**src/rtl/byte_bus_mem.sv**
```systemverilog
// byte_bus_mem: small word memory behind a byte-serial host bus.
// A transaction carries a 32-bit address and 32-bit write data over four
// byte cycles (C0..C3, LSB first). Writes commit on the C3 edge; reads stream
// the selected word back LSB first in C4..C7 and finish with done in C8.
// Out-of-range or misaligned accesses are rejected with err alongside done.

module byte_bus_mem #(
    parameter int unsigned DEPTH_LOG2 = 4,
    parameter logic [31:0] BASE       = 32'h0000_0000
) (
    input  logic       clk,
    input  logic       rst,
    input  logic       frame_start,
    input  logic       rw,
    input  logic [7:0] addr_in,
    input  logic [7:0] wdata_in,
    output logic [7:0] rdata_out,
    output logic       rdata_oe,
    output logic       busy,
    output logic       done,
    output logic       err
);

    localparam int          WORDS = 1 << DEPTH_LOG2;
    localparam logic [31:0] SPAN  = 32'(WORDS) << 2;

    typedef enum logic [1:0] {
        IDLE = 2'd0,
        CAPT = 2'd1,
        RDAT = 2'd2
    } state_t;

    state_t      state;
    // In CAPT: number of the current byte cycle (1..3). In RDAT: index of
    // the byte currently on rdata_out (0..3).
    logic [1:0]  byte_cnt;
    logic        rw_q;
    logic [23:0] addr_q;
    logic [23:0] wdata_q;
    // Remaining read bytes (word bits 31:8), shifted down one byte per cycle.
    logic [23:0] rd_shift;
    logic        rd_err_q;

    logic [31:0] mem [WORDS];

    logic [31:0]           full_addr;
    logic [31:0]           full_wdata;
    logic [31:0]           offset;
    logic [31:0]           word_sel;
    logic [DEPTH_LOG2-1:0] word_idx;
    logic [31:0]           rd_word;
    logic                  addr_ok;
    logic                  last_capt;
    logic                  mem_we;
    logic                  unused_word_sel;

    // Assemble the full address/data from the registered bytes plus the
    // byte lanes present in C3, and decode validity and word index.
    // NOTE: every signal gets a value on every path through always_comb;
    // a missing assignment would infer a latch.
    always_comb begin
        full_addr  = {addr_in, addr_q};
        full_wdata = {wdata_in, wdata_q};
        offset     = full_addr - BASE;
        addr_ok    = (full_addr[1:0] == 2'b00) && (full_addr >= BASE) &&
                     (offset < SPAN);
        word_sel   = offset >> 2;
        word_idx   = word_sel[DEPTH_LOG2-1:0];
        rd_word    = addr_ok ? mem[word_idx] : 32'h0;
        last_capt  = (state == CAPT) && (byte_cnt == 2'd3);
        mem_we     = last_capt && !rw_q && addr_ok;
    end

    // Upper index bits are always zero for a valid address; they only feed
    // the range check through offset.
    assign unused_word_sel = ^word_sel[31:DEPTH_LOG2];

    // Word storage: cleared by reset, written on the C3 edge of a valid write.
    // NOTE: the array is reset word by word because reset must leave every
    // word reading 0; this forces flip-flops rather than a RAM macro.
    always_ff @(posedge clk) begin
        if (rst) begin
            for (int i = 0; i < WORDS; i++) begin
                mem[i] <= 32'h0;
            end
        end else if (mem_we) begin
            mem[word_idx] <= full_wdata;
        end
    end

    // Transaction FSM with registered outputs: byte capture, read streaming,
    // and done/err pulse generation.
    // NOTE: sequential state uses non-blocking assignments only, so every
    // register samples values from before the edge.
    always_ff @(posedge clk) begin
        if (rst) begin
            state     <= IDLE;
            byte_cnt  <= 2'd0;
            rw_q      <= 1'b0;
            addr_q    <= 24'h0;
            wdata_q   <= 24'h0;
            rd_shift  <= 24'h0;
            rd_err_q  <= 1'b0;
            rdata_out <= 8'h00;
            rdata_oe  <= 1'b0;
            busy      <= 1'b0;
            done      <= 1'b0;
            err       <= 1'b0;
        end else begin
            done <= 1'b0;
            err  <= 1'b0;
            case (state)
                IDLE: begin
                    if (frame_start) begin
                        rw_q          <= rw;
                        addr_q[7:0]   <= addr_in;
                        wdata_q[7:0]  <= wdata_in;
                        byte_cnt      <= 2'd1;
                        busy          <= 1'b1;
                        state         <= CAPT;
                    end
                end
                CAPT: begin
                    case (byte_cnt)
                        2'd1: begin
                            addr_q[15:8]  <= addr_in;
                            wdata_q[15:8] <= wdata_in;
                            byte_cnt      <= 2'd2;
                        end
                        2'd2: begin
                            addr_q[23:16]  <= addr_in;
                            wdata_q[23:16] <= wdata_in;
                            byte_cnt       <= 2'd3;
                        end
                        default: begin
                            if (rw_q) begin
                                rdata_out <= rd_word[7:0];
                                rd_shift  <= rd_word[31:8];
                                rdata_oe  <= 1'b1;
                                rd_err_q  <= !addr_ok;
                                byte_cnt  <= 2'd0;
                                state     <= RDAT;
                            end else begin
                                done  <= 1'b1;
                                err   <= !addr_ok;
                                busy  <= 1'b0;
                                state <= IDLE;
                            end
                        end
                    endcase
                end
                RDAT: begin
                    if (byte_cnt == 2'd3) begin
                        rdata_out <= 8'h00;
                        rdata_oe  <= 1'b0;
                        done      <= 1'b1;
                        err       <= rd_err_q;
                        busy      <= 1'b0;
                        state     <= IDLE;
                    end else begin
                        rdata_out <= rd_shift[7:0];
                        rd_shift  <= {8'h00, rd_shift[23:8]};
                        byte_cnt  <= byte_cnt + 2'd1;
                    end
                end
                default: begin
                    state <= IDLE;
                    busy  <= 1'b0;
                end
            endcase
        end
    end

endmodule

```
**config.mk**
```make
export PLATFORM = sky130hd
export DESIGN_NAME = byte_bus_mem
export DESIGN_NICKNAME = d
export VERILOG_FILES = /design/src/rtl/byte_bus_mem.sv
export SDC_FILE = /design/constraint.sdc
export NUM_CORES = 1
export LEC_CHECK = 0
export ABC_AREA = 1
export BUFFER_PORTS_ARGS = -buffer_cell sky130_fd_sc_hd__buf_2
export CORE_ASPECT_RATIO = 1.25
export CORE_MARGIN = 4
export CORE_UTILIZATION = 30
export DETAILED_ROUTE_END_ITERATION = 6
export GPL_TIMING_DRIVEN = 1
export PLACE_DENSITY = 0.49
export RECOVER_POWER = 100
export REMOVE_ABC_BUFFERS = 1
export SYNTH_ARGS = -nofsm -noshare
export SYNTH_HDL_FRONTEND = slang
export SYNTH_SLANG_ARGS = --single-unit
export TNS_END_PERCENT = 1
```
**constraint.sdc**
```tcl
create_clock -name clk -period 4.21 [get_ports clk]
set_input_delay 0 -clock clk [delete_from_list [all_inputs] [get_ports clk]]
set_output_delay 0 -clock clk [all_outputs]
set_load 0.05 [all_outputs]
```
* Yosys cells after proc, flatten, opt, wreduce, memory -nomap -nowiden *
Memories as Yosys holds them, arrays and structs flattened. A register that Yosys moved wholly into a read port is not among the register bits.
Cells that the tools add are included.

operators by class
  add/subtract/negate cells = 1
  $lt $le $gt $ge = 2
  equal/unequal tests = 12
  mux-type cells = 44
  bitwise gates (word level) = 1
  reduce and logical (&&, ||, !) cells = 23

operators with widths
  operator             count
  $mux 24              3
  $mux 32              2
  $pmux 24 s2          1
  $ge 32x1->1 const B  1
  $lt 32x7->1 const B  1
  $reduce_or 32->1     1
  $mux 8               3
  $mux 1               18
  $pmux 8 s2           1
  $reduce_and 4->1     4
  $mux 2               6
  $mux 4               3
  $ne 2x2->1 const B   6
  $pmux 2 s3           2
  $reduce_and 3->1     3
  $eq 2x2->1 const B   3
  $pmux 1 s2           3
  $reduce_and 2->1     3
  $logic_and 1x1->1    5
  $eq 2x1->1 const B   2
  $logic_not 2->1      2
  $ne 4x2->1 const B   1
  $pmux 2 s2           1
  $pmux 1 s3           1
  6 further kinds      7

word-level totals
  register bits after elaboration = 90
  bits in writable memories = 512
  input port bits = 20
  logic and storage cells = 100
  memories = 1

memories
  name  depth  width  read ports  clocked after memory_dff  write ports  line  RTL
  mem   16     32     1           1                         16           44    logic [31:0] mem [WORDS];

* Longest topological paths before layout *
  depth in word-level cells = 9
  depth in mapped cells = 11

* Worst setup path after synthesis *
Ideal clock, no wire load.

  path type = register -> register
  start = reg state[1]
  end = mem mem[0][0], enable pin
  arrival = 3.771 ns
  data required time = 3.744 ns
  slack = -0.027 ns
  stages on the path, launching flop included = 8
  path buffers = 1
  path through = dfxtp_1 inv_1 ha_1 nand2_1 nor3_4 nand4_4 clkbuf_1 o21ai_0

RTL lines
  element                 line  RTL
  from (decl)             33    state_t state;
  from (signal assigned)  97    state <= IDLE;
  from (signal assigned)  120   state <= CAPT;
  from (signal assigned)  142   state <= RDAT;
  to (decl)               44

==> impl_metrics.tcl <==
set metrics [dict create \
    max_freq_mhz 276.8 \
    reg2reg_from "state[1]$_SDFFE_PP0P_" \
    grt_pass1_wl_microns 140900 \
    cts_max_path_buffers 3 \
    cts_inserted_buffers 67 \
    final_common_cell "nand2_1" \
    wl_microns 93950 \
    num_vias 21190 \
    dieWidth_microns 285.7 \
    path_delay_family "buffers and inverters" \
    fp.dieH_microns 355.1 \
    rrSetupSlack_ps 600 \
    status "finished with violations" \
    wire_per_inst_microns 23.27 \
    fin_crit_sh_pct 85.83 \
    hpwl_microns 51170 \
    setup_viol 0 \
    synth-seq-cells 606 \
    die_area_sq_mm 0.1014 \
    internal-power_w 0.01120 \
    yosysUniqueCellTypes 23 \
    worst_hold_path.num_cells 4 \
    drv_slew 168 \
    cp_data_arrival_time_ps 3820 \
    clk_latency_ps 620 \
    top_layer "met4" \
    violations "max-capacitance violations, max-slew violations" \
    crit_chain "inv_1, ha_1, nand2_1, nor3_4, nand4_1, o21ai_4, clkbuf_1" \
    grt_max_degree 108 \
    drtIter0Drc 1917 \
    postRouteAntennaNets 0 \
    timing.rr.end "mem[13][31]$_SDFFCE_PN0P_" \
    num_io_pins 32 \
    crit_path_start_kind "register" \
    place_congestion 0.7710 \
    grt_overflow 0 \
    synthTopCellsByArea "edfxtp_1 (53%), nor3_2 (11%), nand3_1 (8.3%)" \
    dr.pass1.iters 6 \
    maxCapViolations 7 \
    port-buffer-count 31 \
    post_cts_buffers 0 \
    viasPerCell 5.249 \
    rsz0062_at_grt "no" \
    holdWs_ps 250.5 \
    num_rows 127 \
    ir_worst_vdd_mv 0.2823 \
    final-hold-violation-count 0 \
    p_sw_w 0.006183 \
    ys_warn_count 0 \
    finClkSkew_ps 30.53 \
    ctsHoldBuffers 19 \
    start_util_pct 30.18 \
    grt_antenna_before_repair 0 \
    area_growth_pct 7.014 \
    path_clk_slew_ps 60 \
    cts_resized 0 \
    slew_headroom_pct -43.60 \
    design.core.area_sq_mm 0.09582 \
    netlist_area_sq_mm 0.02892 \
    cts_tree "built" \
    layout_min_cycle_time_ps 3613 \
    drive_gt1_share_pct 8.631 \
    crit_type "register to register" \
    drc 0 \
    met2_length_microns 47420 \
    worstSetupEndpointType "register" \
    placed_cells 3894 \
    grt_pass1_vias 21320 \
    worst_pin_slew_ps 2154 \
    p_leak_nw 10.31 \
    powerDensity_mw_per_mm2 561.9 \
    critPathBufInv 2 \
    final_cell_mix "nand2_1 (552), edfxtp_1 (512), nand3_1 (481)" \
    met1_length_microns 38290 \
    final_nets 2719 \
    synth_seq_area_share_pct 59.68 \
    yosys.area.top_type_share_pct 53.17 \
    met3_length_microns 4920 \
    hold_path_end "addr_q[6]$_SDFFE_PP0P_" \
    final-instance-count-excl-fill 4037 \
    p_clk_share_pct 33.7 \
    sw_frac_of_total_pct 35.56 \
    critical_path.max_fanout 15 \
    cts_root_buf "clkbuf_16" \
    max_stage_delay_ps 1180 \
    seqPwrFrac_pct 41.1 \
    cts_max_level 3 \
    r2r_cells 7 \
    yosys.area.top_type "edfxtp_1" \
    hold_class "input port to register" \
    required_ps 4410 \
    gr-usage-all-layers_pct 18.20 \
    synth.avg_cell_area_sq_um 10.43 \
    p_comb_share_pct 25.2 \
    critPathSlowestCell "clkbuf_1" \
    cts_sinks 606 \
    min_from "addr_in[6]" \
    synthCells 2773 \
]
## tightest hold or removal path, delay by kind of cell
kind                   cells  cell delay [ps]
AND/OR/NAND/NOR            1               80
buffers and inverters      2              650
AO/OA/AOI/OAI              1               80
## area by class of cell
cell class / instances / area, sq um
fill: 9915 / 64870
sequential: 606 / 17270
multi-input combinational: 1819 / 8750
clock buffer: 104 / 1949
tap: 1290 / 1614
timing repair buffer: 124 / 854.6
inverter: 74 / 295.3
clock inverter: 19 / 209.0
antenna: 1 / 2.502
## Yosys cell counts (all sizes together)
library cell  instances
o21ai                92
a211oi                1
nand2               556
nor3                513
nand3               481
clkinv               25
buf                  86
dfxtp                94
or2                   1
edfxtp              512
ha                    7
inv                  49
a21oi                93
a31oi                 1
nand4                 4
nor2                 70
clkbuf              188
## sequential cells by signal, indices dropped and copies added, names as in the netlist, named ones only
register   count
addr_q        24
busy           1
byte_cnt       2
done           1
err            1
mem          512
rd_err_q       1
rd_shift      24
rdata_oe       1
rdata_out      8
rw_q           1
state          2
wdata_q       24
## worst max path at each step
stage	from	to	slack (ps)	depth (start not counted)
after floorplan	register	rdata_out[6]$_SDFFE_PP0P_	-7330	8
after global placement	state[1]$_SDFFE_PP0P_	mem[2][10]$_SDFFCE_PN0P_	1090	7
after detailed placement	state[1]$_SDFFE_PP0P_	mem[2][10]$_SDFFCE_PN0P_	1080	7
after CTS	state[1]$_SDFFE_PP0P_	mem[2][23]$_SDFFCE_PN0P_	1080	7
after global routing	state[1]$_SDFFE_PP0P_	mem[13][31]$_SDFFCE_PN0P_	470	7
final	state[1]$_SDFFE_PP0P_	mem[13][31]$_SDFFCE_PN0P_	600	7
## per-layer routing
metal	GRT usage (%)	vias up
met4	6.571	0
li1	-	9634
met1	22.78	10670
met5	0	-
met3	1.800	155
met2	32.60	730
## stage by stage
| stage | util [%] | TNS [ps] | cell area [sq um] | worst slack [ps] | power [W] |
|---|---|---|---|---|---|
| global route | 32.29 | 0 | 30940 | 474.2 | 0.01814 |
| detailed placement | 31.57 | 0 | 30250 | 1085 | 0.01185 |
| finish | 32.29 | 0 | 30940 | 596.6 | 0.01739 |
| floorplan | - | -1716120 | 27610 | -7328 | 0.01003 |
| CTS | 34.03 | 0 | 32600 | 1083 | 0.01773 |
| global placement | 31.57 | 0 | 30250 | 1089 | 0.01182 |
## power by group through the flow
stage / registers (W) / logic (W) / clock network [W]
final: 0.00715 / 0.00438 / 0.00585
after global routing: 0.00718 / 0.00476 / 0.00620
after CTS: 0.00714 / 0.00461 / 0.00597
after floorplan: 0.00747 / 0.00256 / 0
after detailed placement: 0.00727 / 0.00458 / 0
after global placement: 0.00726 / 0.00457 / 0
## cell families after synthesis
group	count (synthesis)	synth area share, %
buffers and inverters	348	5.487
and+or+nand+nor	1625	31.28
DFF	606	59.68
AOI/OAI and AO/OA	187	3.250
adders and majority gates	7	0.3029
No activity file was read; power rests on OpenSTA's default activity.
